===== config.mk =====
export PLATFORM = sky130hd
export DESIGN_NAME = vga_timing_gen_flat
export DESIGN_NICKNAME = d
export VERILOG_FILES = /design/src/rtl/vga_timing_gen_if.sv /design/src/rtl/vga_timing_gen.sv /design/src/flat_wrapper.sv
export SDC_FILE = /design/constraint.sdc
export NUM_CORES = 1
export LEC_CHECK = 0
export CAP_MARGIN = 15
export CORE_MARGIN = 5
export CORE_UTILIZATION = 45
export DETAILED_ROUTE_END_ITERATION = 8
export PLACE_DENSITY = 0.69
export SKIP_LAST_GASP = 1
export SYNTH_ARGS = -nofsm -noshare
export SYNTH_HDL_FRONTEND = slang
export SYNTH_SLANG_ARGS = --single-unit

===== constraint.sdc =====
create_clock -name clk_50 -period 3.79 [get_ports clk_50]
set_input_delay 0.758 -clock clk_50 [delete_from_list [all_inputs] [get_ports clk_50]]
set_output_delay 0.758 -clock clk_50 [all_outputs]
set_load 0.01 [all_outputs]

===== src/rtl/vga_timing_gen_if.sv =====
// vga_timing_gen_if: run control in, timing strobes/counters out of the VGA timing generator
interface vga_timing_gen_if #(
  parameter int CNT_W   = 10,
  parameter int FRAME_W = 8
);
  logic               en;
  logic               pix_tick;
  logic [CNT_W-1:0]   hCount;
  logic [CNT_W-1:0]   vCount;
  logic               hsync;
  logic               vsync;
  logic               bright;
  logic               line_start;
  logic               frame_start;
  logic [FRAME_W-1:0] frame_cnt;
  modport master (input en, output pix_tick, hCount, vCount, hsync, vsync, bright, line_start, frame_start, frame_cnt);
  modport slave  (output en, input pix_tick, hCount, vCount, hsync, vsync, bright, line_start, frame_start, frame_cnt);
endinterface


===== src/rtl/vga_timing_gen.sv =====
// vga_timing_gen: parametrised VGA sync/counter generator with a clk_50-to-pixel divider
module vga_timing_gen #(
  parameter int H_ACTIVE  = 640,
  parameter int H_FP      = 16,
  parameter int H_SYNC    = 96,
  parameter int H_BP      = 48,
  parameter int V_ACTIVE  = 480,
  parameter int V_FP      = 10,
  parameter int V_SYNC    = 2,
  parameter int V_BP      = 33,
  parameter bit HSYNC_POL = 1'b0,
  parameter bit VSYNC_POL = 1'b0,
  parameter int CLK_DIV   = 2,
  parameter int CNT_W     = 10,
  parameter int FRAME_W   = 8
) (
  input logic           clk_50,
  input logic           reset,
  vga_timing_gen_if.master vif
);
  localparam int H_TOTAL = H_ACTIVE + H_FP + H_SYNC + H_BP;
  localparam int V_TOTAL = V_ACTIVE + V_FP + V_SYNC + V_BP;
  localparam int HS_BEG  = H_ACTIVE + H_FP;
  localparam int VS_BEG  = V_ACTIVE + V_FP;
  localparam int DIV_W   = CLK_DIV > 1 ? $clog2(CLK_DIV) : 1;
  logic [DIV_W-1:0]   div_q, div_d;
  logic [CNT_W-1:0]   h_q, h_d, v_q, v_d;
  logic [FRAME_W-1:0] frame_q;
  logic               tick, h_wrap;
  logic               pix_q, line_q, fstart_q, bright_q, hs_q, vs_q;
  always_comb begin
    tick   = vif.en && (div_q == DIV_W'(CLK_DIV - 1));
    div_d  = tick ? '0 : div_q + 1'b1;
    h_wrap = h_q == CNT_W'(H_TOTAL - 1);
    h_d    = h_wrap ? '0 : h_q + 1'b1;
    v_d    = !h_wrap ? v_q : (v_q == CNT_W'(V_TOTAL - 1)) ? '0 : v_q + 1'b1;
  end
  // levels are computed from the next position so they line up with the counters they describe
  always_ff @(posedge clk_50) begin
    if (reset) begin
      div_q    <= '0;
      h_q      <= CNT_W'(H_TOTAL - 1);
      v_q      <= CNT_W'(V_TOTAL - 1);
      frame_q  <= '1;
      pix_q    <= 1'b0;
      line_q   <= 1'b0;
      fstart_q <= 1'b0;
      bright_q <= 1'b0;
      hs_q     <= !HSYNC_POL;
      vs_q     <= !VSYNC_POL;
    end else begin
      pix_q    <= tick;
      line_q   <= tick && (h_d == '0);
      fstart_q <= tick && (h_d == '0) && (v_d == '0);
      if (vif.en) div_q <= div_d;
      if (tick) begin
        h_q      <= h_d;
        v_q      <= v_d;
        frame_q  <= (h_d == '0 && v_d == '0) ? frame_q + 1'b1 : frame_q;
        bright_q <= (h_d < CNT_W'(H_ACTIVE)) && (v_d < CNT_W'(V_ACTIVE));
        hs_q     <= ((h_d >= CNT_W'(HS_BEG)) && (h_d < CNT_W'(HS_BEG + H_SYNC))) == HSYNC_POL;
        vs_q     <= ((v_d >= CNT_W'(VS_BEG)) && (v_d < CNT_W'(VS_BEG + V_SYNC))) == VSYNC_POL;
      end
    end
  end
  assign vif.pix_tick    = pix_q;
  assign vif.hCount      = h_q;
  assign vif.vCount      = v_q;
  assign vif.hsync       = hs_q;
  assign vif.vsync       = vs_q;
  assign vif.bright      = bright_q;
  assign vif.line_start  = line_q;
  assign vif.frame_start = fstart_q;
  assign vif.frame_cnt   = frame_q;
endmodule


===== src/flat_wrapper.sv =====
// flat-port wrapper written by rule: the top's interface ports become plain ports
module vga_timing_gen_flat 
#(
  parameter int H_ACTIVE  = 640,
  parameter int H_FP      = 16,
  parameter int H_SYNC    = 96,
  parameter int H_BP      = 48,
  parameter int V_ACTIVE  = 480,
  parameter int V_FP      = 10,
  parameter int V_SYNC    = 2,
  parameter int V_BP      = 33,
  parameter bit HSYNC_POL = 1'b0,
  parameter bit VSYNC_POL = 1'b0,
  parameter int CLK_DIV   = 2,
  parameter int CNT_W     = 10,
  parameter int FRAME_W   = 8
)
  (clk_50, reset, vif_en, vif_pix_tick, vif_hCount, vif_vCount, vif_hsync, vif_vsync, vif_bright, vif_line_start, vif_frame_start, vif_frame_cnt);
  vga_timing_gen_if #(.CNT_W(CNT_W), .FRAME_W(FRAME_W)) vif_i ();
  input logic clk_50;
  input logic reset;
  input wire logic [$bits(vif_i.en)-1:0] vif_en;
  output wire logic [$bits(vif_i.pix_tick)-1:0] vif_pix_tick;
  output wire logic [$bits(vif_i.hCount)-1:0] vif_hCount;
  output wire logic [$bits(vif_i.vCount)-1:0] vif_vCount;
  output wire logic [$bits(vif_i.hsync)-1:0] vif_hsync;
  output wire logic [$bits(vif_i.vsync)-1:0] vif_vsync;
  output wire logic [$bits(vif_i.bright)-1:0] vif_bright;
  output wire logic [$bits(vif_i.line_start)-1:0] vif_line_start;
  output wire logic [$bits(vif_i.frame_start)-1:0] vif_frame_start;
  output wire logic [$bits(vif_i.frame_cnt)-1:0] vif_frame_cnt;
  assign vif_i.en = vif_en;
  assign vif_pix_tick = vif_i.pix_tick;
  assign vif_hCount = vif_i.hCount;
  assign vif_vCount = vif_i.vCount;
  assign vif_hsync = vif_i.hsync;
  assign vif_vsync = vif_i.vsync;
  assign vif_bright = vif_i.bright;
  assign vif_line_start = vif_i.line_start;
  assign vif_frame_start = vif_i.frame_start;
  assign vif_frame_cnt = vif_i.frame_cnt;
  vga_timing_gen #(.H_ACTIVE(H_ACTIVE), .H_FP(H_FP), .H_SYNC(H_SYNC), .H_BP(H_BP), .V_ACTIVE(V_ACTIVE), .V_FP(V_FP), .V_SYNC(V_SYNC), .V_BP(V_BP), .HSYNC_POL(HSYNC_POL), .VSYNC_POL(VSYNC_POL), .CLK_DIV(CLK_DIV), .CNT_W(CNT_W), .FRAME_W(FRAME_W)) u_core (.clk_50(clk_50), .reset(reset), .vif(vif_i));
endmodule

==> Yosys cells after proc, flatten, opt, wreduce, memory -nomap -nowiden <==
Index checks and enable logic that the tools add are counted.
{ "op_classes": {"addsub": 4, "n_lt_le_gt_ge": 6, "eq_ne": 2, "n_mux": 4, "bitwise_logic": 2, "reduce_logical": 10} }
{ "op_table": {"columns": ["operator", "n"], "rows": [
  ["2-to-1 mux 10 bit", 3],
  ["adder 10 x 1 -> 10 bit, second input constant", 2],
  ["== test 10 bit, second input constant", 2],
  ["logical NOT 10 bit", 2],
  ["< comparator 10 bit, second input constant", 2],
  ["< comparator 10 x 9 -> 1 bit, second input constant", 2],
  [">= comparator 10 bit, second input constant", 1],
  [">= comparator 10 x 9 -> 1 bit, second input constant", 1],
  ["adder 8 x 1 -> 8 bit, second input constant", 1],
  ["logical AND 1 bit", 7],
  ["NOT 1 bit", 2],
  ["AND reduction 2 bit", 1],
  ["adder 1 bit, second input constant", 1],
  ["2-to-1 mux 1 bit", 1]
]} }
{ "totals": {"reg_bits": 35, "input_bits": 3, "output_inout_bits": 34, "word_cells": 38} }

==> Depth between registers and ports, before layout <==
Gate-level depths: netlist (run 1).
{ "logic_depth": {"ltp_word": 6, "mapped_depth": 11, "mapped_depth_nobuf": 9} }

==> Worst setup path before layout (run 1) <==
OpenSTA, ideal clock, no wires.
{ "synth_path": {"path_kind": "reg-to-reg", "startpoint": "reg u_core.h_q[0], in the netlist u_core.vif.hCount[0]", "endpoint": "reg u_core.frame_q[3], in the netlist u_core.vif.frame_cnt[3]", "setup_time_ns": 0.127, "arrival_time_ns": 2.675, "required_ns": 3.663, "slack_ns": 0.988, "path_stages_with_launch": 11, "path_buffers": 2, "synth_period_minus_slack_ns": 2.802, "path_cell_list": "dfxtp_1 > ha_1 > and4_1 > buf_4 > nand3_4 > buf_6 > o31ai_1 > nand4_1 > or4_4 > o31ai_1 > or3b_1"} }
{ "synth_between": {"elab_chain_len": 5, "word_cells_on_any_way": 8, "cone_classes": "add/sub (1); eq/ne (1); mux (2); reduce/logical (4)"} }
{ "synth_rtl": {"columns": ["item", "line_no", "source"], "rows": [
  ["start, declared", "vga_timing_gen.sv:27", "logic [CNT_W-1:0] h_q, h_d, v_q, v_d;"],
  ["start signal, assigned", "vga_timing_gen.sv:42", "h_q <= CNT_W'(H_TOTAL - 1);"],
  ["adder 10 x 1 -> 10 bit or == test 10 bit (tied branches)", "vga_timing_gen.sv:35, vga_timing_gen.sv:34", null],
  ["2-to-1 mux 10 bit (on tied branches)", "vga_timing_gen.sv:35, vga_timing_gen.sv:36", null],
  ["logical NOT 10 bit", "vga_timing_gen.sv:59", "frame_q <= (h_d == '0 && v_d == '0) ? frame_q + 1'b1 : frame_q;"],
  ["logical AND 1 bit (*)", "vga_timing_gen.sv:59", null],
  ["AND reduction 2 bit (no source line) (*)", null, null],
  ["end signal, assigned", "vga_timing_gen.sv:59", null],
  ["end, declared", "vga_timing_gen.sv:28", "logic [FRAME_W-1:0] frame_q;"]
]} }
Every way passes the cells marked *; elsewhere a longest branch is shown, timed or not.
A chain may end at the register's enable or synchronous reset.

==> Worst setup path in the final report (run 1) <==
Same ends and word-level chain as after synthesis.

==> summary.txt, run 1 <==
CP Class - flip-flop to flip-flop
Wire per inst - 15.6 um
Iter 0 DRT Violations - 161
Vias/cell - 5.84
Clock Tree Root - clkbuf_8
Worst skew pair latency - 0.29 ns
PostCTS Resize Cnt - 0
Worst-Margin Slew - 0.702 ns
Clock sink count - 35
Vias in the first global route - 2060
Asr flop ratio synth - 0%
Setup_tns - 0 ns
Area share of the largest cell type after synthesis - 30.9%
Routed Antenna Nets - 0
Dominant cells by area after synthesis - dfxtp_1 (31%), nand3_1 (4.6%), o21ai_0 (4.4%)
Largest net degree at the start of global routing - 21
Synth warn - 0
Total gr overflow - 0
Critical path arrival - 3.28 ns
Final Hold Violating Endpoints - 0
Post-synthesis sequential area ratio - 30.9%
DR vias - 2178
Total routed wirelength - 5830 um
CTS H-tree lvls - 2
Cell Pwr Density - 349 mW/mm^2
Commonest cells after routing, fill and taps aside - clkdlybuf4s50_1 (36), dfxtp_1 (35), nand2_1 (24)
Max_cap viols - 0
Outcome - complete, no violations
RSZ-0062 raised after global routing - false
First-pass GRT wire length - 9990 um
Routability cong. - 0.980
Count of buffer and inverter cells on the critical path - 0
Number of synthesized flops with an enable pin - 0
Commonest non-fill, non-tap cell in the layout - clkdlybuf4s50_1
Core Box Area - 0.00482 mm^2
Cell taking the most area after synthesis - dfxtp_1
Ant. Diodes - 0
Placed insts - 365
Gate Count Post-Synth - 281
Final non-filler cell total - 373
Hold Crit Class - flip-flop to flip-flop
Port Buffers - 36
Initial Util - 47.1%
CTS tree - yes
Slowest-stage cell, CP - or4_4
Synth unique cells - 56
Final setup viols - 0
DRC - 0
Total track usage - 19.4%
Area growth from synthesis to layout - 17.9%
Final HPWL DP - 3980 um
Critical Path RT - 3.97 ns
Post-Syn Area per Cell - 8.07 um^2
Max-Slew Margin vs Limit - 52.9%
Hold Buf Count CTS - 0
R2r startpoint - u_core.vif.hCount[0]
Ports - 37
Die Y-Extent - 81 um
Detailed Routing Iterations Pass 1 - 5
Post CTS Setup Buffer Count - 0
CP peak stage delay - 0.54 ns
Min-delay src - u_core.vif.bright
Final Critical Period - 3.10 ns
Area of the mapped netlist - 0.00227 mm^2
Final #Nets - 313
Post-synthesis net count - 289
Final Total Pwr - 934 uW
Cts bufs inserted - 5
Layout cells sized above 1 - 7.84%
Max-slew violation count - 0
Crit path from - u_core.vif.hCount[0]
Setup crit end kind - flip-flop
Die Wd - 81 um
Clock transition at the registers of the reported paths - 0.08 ns
Synth Register Bits - 35
Leakage power - 0.000976 uW
Final Skew - 0.0100 ns
Clock tree buffer depth - 2
Top delay family on crit path - simple AND/OR/NAND/NOR gates
Initial antenna violation count - 0
Max Fclk - 323 MHz
Main flop type after synthesis - dfxtp_1
Die ar. - 0.00656 mm^2
Tcrit/Tclk final - 81.8%
Cell chain of the critical path - ha_1 > and4_1 > nand3_4 > o21ai_0 > nand4_1 > or4_4 > o31ai_1 > or3b_1
IR drop worst, VDD - 0.000158 V
Maximum fanout along the worst path - 16
Crit start category - flip-flop
Row count - 25
## worst reg2reg max path: stages (launching register included)
cell	delay, ns
dfxtp_1	0.44
ha_1	0.31
and4_1	0.42
nand3_4	0.23
o21ai_0	0.31
nand4_1	0.15
or4_4	0.54
o31ai_1	0.23
or3b_1	0.35
## through the flow
| stage | utilization, % | cell area [um^2] | setup slack, ns | hold slack [ns] |
|---|---|---|---|---|
| 2_1_floorplan | - | 2270 | 0.988 | 0.476 |
| 3_3_place_gp | 53.7 | 2590 | 0.848 | 0.448 |
| 3_5_place_dp | 53.7 | 2590 | 0.718 | 0.450 |
| 4_1_cts | 55.5 | 2670 | 0.698 | 0.467 |
| 5_1_grt | 55.5 | 2670 | 0.437 | 0.515 |
| 6_report | 55.5 | 2670 | 0.691 | 0.465 |
## report_power, final
| part | switching [uW] | internal (uW) |
|---|---|---|
| Clock | 144 | 129 |
| Sequential | 23.0 | 380 |
| Combinational | 157 | 101 |
| Total | 324 | 609 |
## logic make-up after synthesis
| kind of cell | Yosys count | synth area share (%) |
|---|---|---|
| XOR/XNOR | 11 | 4.25 |
| AND/OR/NAND/NOR | 130 | 33.9 |
| AO/OA/AOI/OAI | 70 | 20.3 |
| adder cells (fa/ha/maj) | 5 | 2.76 |
| buffers and inverters | 30 | 7.94 |
| flip-flops | 35 | 30.9 |
## final timing paths
kind	endpoint	slack (ns)	cells past startpoint
setup / recovery	u_core.vif.frame_cnt[3]	0.69	8
setup reg to reg	u_core.vif.frame_cnt[3]	0.69	8
hold / removal	u_core.vif.bright	0.47	2
hold reg to reg	u_core.vif.bright	0.47	2
## registers in the layout, summed over array words and instances (netlist names)
register / cells
u_core.vif.vCount: 10
u_core.div_q: 1
u_core.vif.pix_tick: 1
u_core.vif.frame_start: 1
u_core.vif.bright: 1
u_core.vif.line_start: 1
u_core.vif.frame_cnt: 8
u_core.vif.hCount: 10
u_core.vif.hsync: 1
u_core.vif.vsync: 1
## cells in the mapped netlist (2+ instances only)
library cell,n
buf_4,7
ha_1,5
o31ai_1,5
nand3_1,21
nor3_1,11
and3_1,7
nand3b_1,2
or3_2,2
nand2_1,24
nand4_1,7
or3_1,5
clkbuf_1,10
nor4_1,5
nor2_1,15
and2_1,3
o21ai_0,20
and4_1,8
a21oi_1,12
o211ai_1,4
xor2_1,4
xnor2_1,7
a41oi_1,2
buf_6,5
nor3_2,2
a311oi_1,2
a31oi_1,11
o311a_1,2
inv_1,7
dfxtp_1,35
or4_1,2
and3_2,3
o21ai_1,2
## routing by layer
layer  track usage [%]  routed length, um
met1              26.3               2740
met2              29.4               2600
met3              5.43                434
met4              7.09                 59
met5                 0                  0
## layout make-up
cell class / count / area (um^2)
clock buffer: 6 / 72.6
clock inverter: 2 / 12.5
fill: 471 / 2140
inverter: 7 / 26.3
multi-input combinational: 216 / 1390
sequential: 35 / 701
tap: 67 / 83.8
timing repair buffer: 40 / 390
No activity file was read; power rests on OpenSTA's default activity.
==> run 2, diff against run 1 <==
Clock period 3.79 ns to 3.1 ns, I/O delays scaled along.
==> summary.txt, run 2 (same netlist as run 1, synthesis figures left out) <==
Vias/cell - 5.92 (was 5.84)
Total gr overflow - 0 (unchanged)
Row count - 25 (unchanged)
CP peak stage delay - 0.58 ns (was 0.54 ns)
Max-slew violation count - 0 (unchanged)
Max_cap viols - 0 (unchanged)
Initial antenna violation count - 0 (unchanged)
Detailed Routing Iterations Pass 1 - 4 (was 5)
Final #Nets - 322 (was 313)
Routability cong. - 0.900 (was 0.980)
DRC - 0 (unchanged)
Hold Buf Count CTS - 0 (unchanged)
Final Critical Period - 2.97 ns (was 3.10 ns)
Leakage power - 0.00104 uW (was 0.000976 uW)
Worst skew pair latency - 0.29 ns (about the same)
Clock transition at the registers of the reported paths - 0.08 ns (about the same)
Cell Pwr Density - 451 mW/mm^2 (was 349 mW/mm^2)
Placed insts - 374 (was 365)
Maximum fanout along the worst path - 7 (was 16)
Final Skew - 0.0120 ns (was 0.0100 ns)
Final setup viols - 0 (unchanged)
Core Box Area - 0.00482 mm^2 (unchanged)
Total routed wirelength - 5760 um (was 5830 um)
Area growth from synthesis to layout - 22.3% (was 17.9%)
Max-Slew Margin vs Limit - 52.6% (was 52.9%)
Layout cells sized above 1 - 11.1% (was 7.84%)
RSZ-0062 raised after global routing - false (unchanged)
CTS H-tree lvls - 2 (unchanged)
Crit path from - u_core.vif.hCount[1] (was u_core.vif.hCount[0])
Die Wd - 81 um (unchanged)
Commonest non-fill, non-tap cell in the layout - clkdlybuf4s50_1 (unchanged)
Die Y-Extent - 81 um (unchanged)
Final HPWL DP - 4160 um (was 3980 um)
Routed Antenna Nets - 0 (unchanged)
Total track usage - 19.2% (was 19.4%)
Outcome - complete, no violations (unchanged)
Largest net degree at the start of global routing - 20 (was 21)
Crit path capture - u_core.vif.frame_cnt[3] (unchanged)
Slowest-stage cell, CP - or4_4 (unchanged)
R2r startpoint - u_core.vif.hCount[1] (was u_core.vif.hCount[0])
Port Buffers - 36 (unchanged)
Worst-Margin Slew - 0.701 ns (was 0.702 ns)
Crit Reg-Reg Endpoint - u_core.vif.frame_cnt[3] (unchanged)
Vias in the first global route - 2086 (was 2060)
Clock Tree Root - clkbuf_8 (unchanged)
Tcrit/Tclk final - 95.9% (was 81.8%)
Setup_tns - 0 ns (unchanged)
Setup crit end kind - flip-flop (unchanged)
Ant. Diodes - 0 (unchanged)
Fillers - 494 (was 471)
Final non-filler cell total - 382 (was 373)
Ports - 37 (unchanged)
Cell chain of the critical path - ha_1 > and4_2 > a31oi_1 > a211oi_4 > o21ai_1 > or4_4 > o31ai_1 > or3b_1 (was ha_1 > and4_1 > nand3_4 > o21ai_0 > nand4_1 > or4_4 > o31ai_1 > or3b_1)
Wire per inst - 15.1 um (was 15.6 um)
Final Hold Violating Endpoints - 0 (unchanged)
Iter 0 DRT Violations - 150 (was 161)
CTS tree - yes (unchanged)
CP Class - flip-flop to flip-flop (unchanged)
Worst R2R Setup Slack - 0.13 ns (was 0.69 ns)
Critical Path RT - 3.28 ns (was 3.97 ns)
First-pass GRT wire length - 9920 um (was 9990 um)
Post CTS Setup Buffer Count - 0 (unchanged)
Clock tree buffer depth - 2 (unchanged)
Hold Crit Class - flip-flop to flip-flop (unchanged)
Initial Util - 47.1% (unchanged)
Commonest cells after routing, fill and taps aside - clkdlybuf4s50_1 (36), dfxtp_1 (35), nand2_1 (24) (unchanged)
Clock sink count - 35 (unchanged)
Max Fclk - 336 MHz (was 323 MHz)
Register-to-Register Path Depth - 8 (unchanged)
Critical path arrival - 3.15 ns (was 3.28 ns)
Crit start category - flip-flop (unchanged)
IR drop worst, VDD - 0.000324 V (was 0.000158 V)
Die ar. - 0.00656 mm^2 (unchanged)
Cts bufs inserted - 5 (unchanged)
DR vias - 2263 (was 2178)
## run 2: cell count changes in the layout (fill, tap and decap cells not counted), sizes merged
cell,previous run,this run
clkinvlp,1,0
bufinv,0,1
buf,4,13
## run 2: worst min-delay path by stage
stage                                    to  cells past startpoint               from  slack (ns)
after floorplan           u_core.vif.bright                      2  u_core.vif.bright        0.48
after global placement    u_core.vif.bright                      2  u_core.vif.bright        0.45
after detailed placement  u_core.vif.bright                      2  u_core.vif.bright        0.45
after CTS                 u_core.vif.bright                      2  u_core.vif.bright        0.47
after global routing      u_core.vif.bright                      2  u_core.vif.bright        0.50
final                     u_core.vif.bright                      2  u_core.vif.bright        0.47
## run 2: repair_timing
item | in CTS | in global routing
setup endpoints to repair | 0 | 2
hold endpoints to repair | 0 | 0
gates resized for setup | 0 | 2
## run 2: metal layers
| layer | global-route usage, % | wire length [um] | share of wire [%] | vias up |
|---|---|---|---|---|
| met5 | 0 | 0 | 0 | - |
| met4 | 5.74 | 49 | 0.85 | 0 |
| met3 | 4.88 | 448 | 7.8 | 4 |
| met2 | 29.6 | 2560 | 44 | 86 |
| met1 | 26.2 | 2700 | 47 | 1054 |
| li1 | - | - | - | 1119 |
## run 2: report_power, final
part	internal [uW]	total [uW]	switching [uW]
combinational	134	333	199
sequential	464	487	22.8
clock	260	433	173
total	859	1250	394
## run 2: area by class of cell
| class | instances | area [um^2] | share of cell area [%] |
|---|---|---|---|
| clock buffer | 6 | 82.6 | 2.98 |
| multi-input combinational | 216 | 1390 | 50.0 |
| clock inverter | 2 | 35.0 | 1.26 |
| timing repair buffer | 49 | 458 | 16.5 |
| sequential | 35 | 701 | 25.2 |
| tap | 67 | 83.8 | 3.02 |
| inverter | 7 | 26.3 | 0.947 |
## run 2: through the flow
stage          util (%)  hold WS (ns)  setup slack, ns  area [um^2]  total power, uW
2_1_floorplan         -         0.476            0.298         2270              745
3_3_place_gp       55.1         0.449            0.173         2660              823
3_5_place_dp       55.1         0.453           0.0742         2660              826
4_1_cts            57.6         0.467           0.0667         2770             1260
5_1_grt            57.6         0.504         0.000829         2780             1330
6_report           57.6         0.468            0.126         2780             1250
## run 2: critical path, delay by kind of cell (launching register included)
kind | cells | cell delay [ns]
simple gates | 3 | 1.31
compound gates | 4 | 0.81
flops | 1 | 0.41
fa+ha+maj | 1 | 0.32
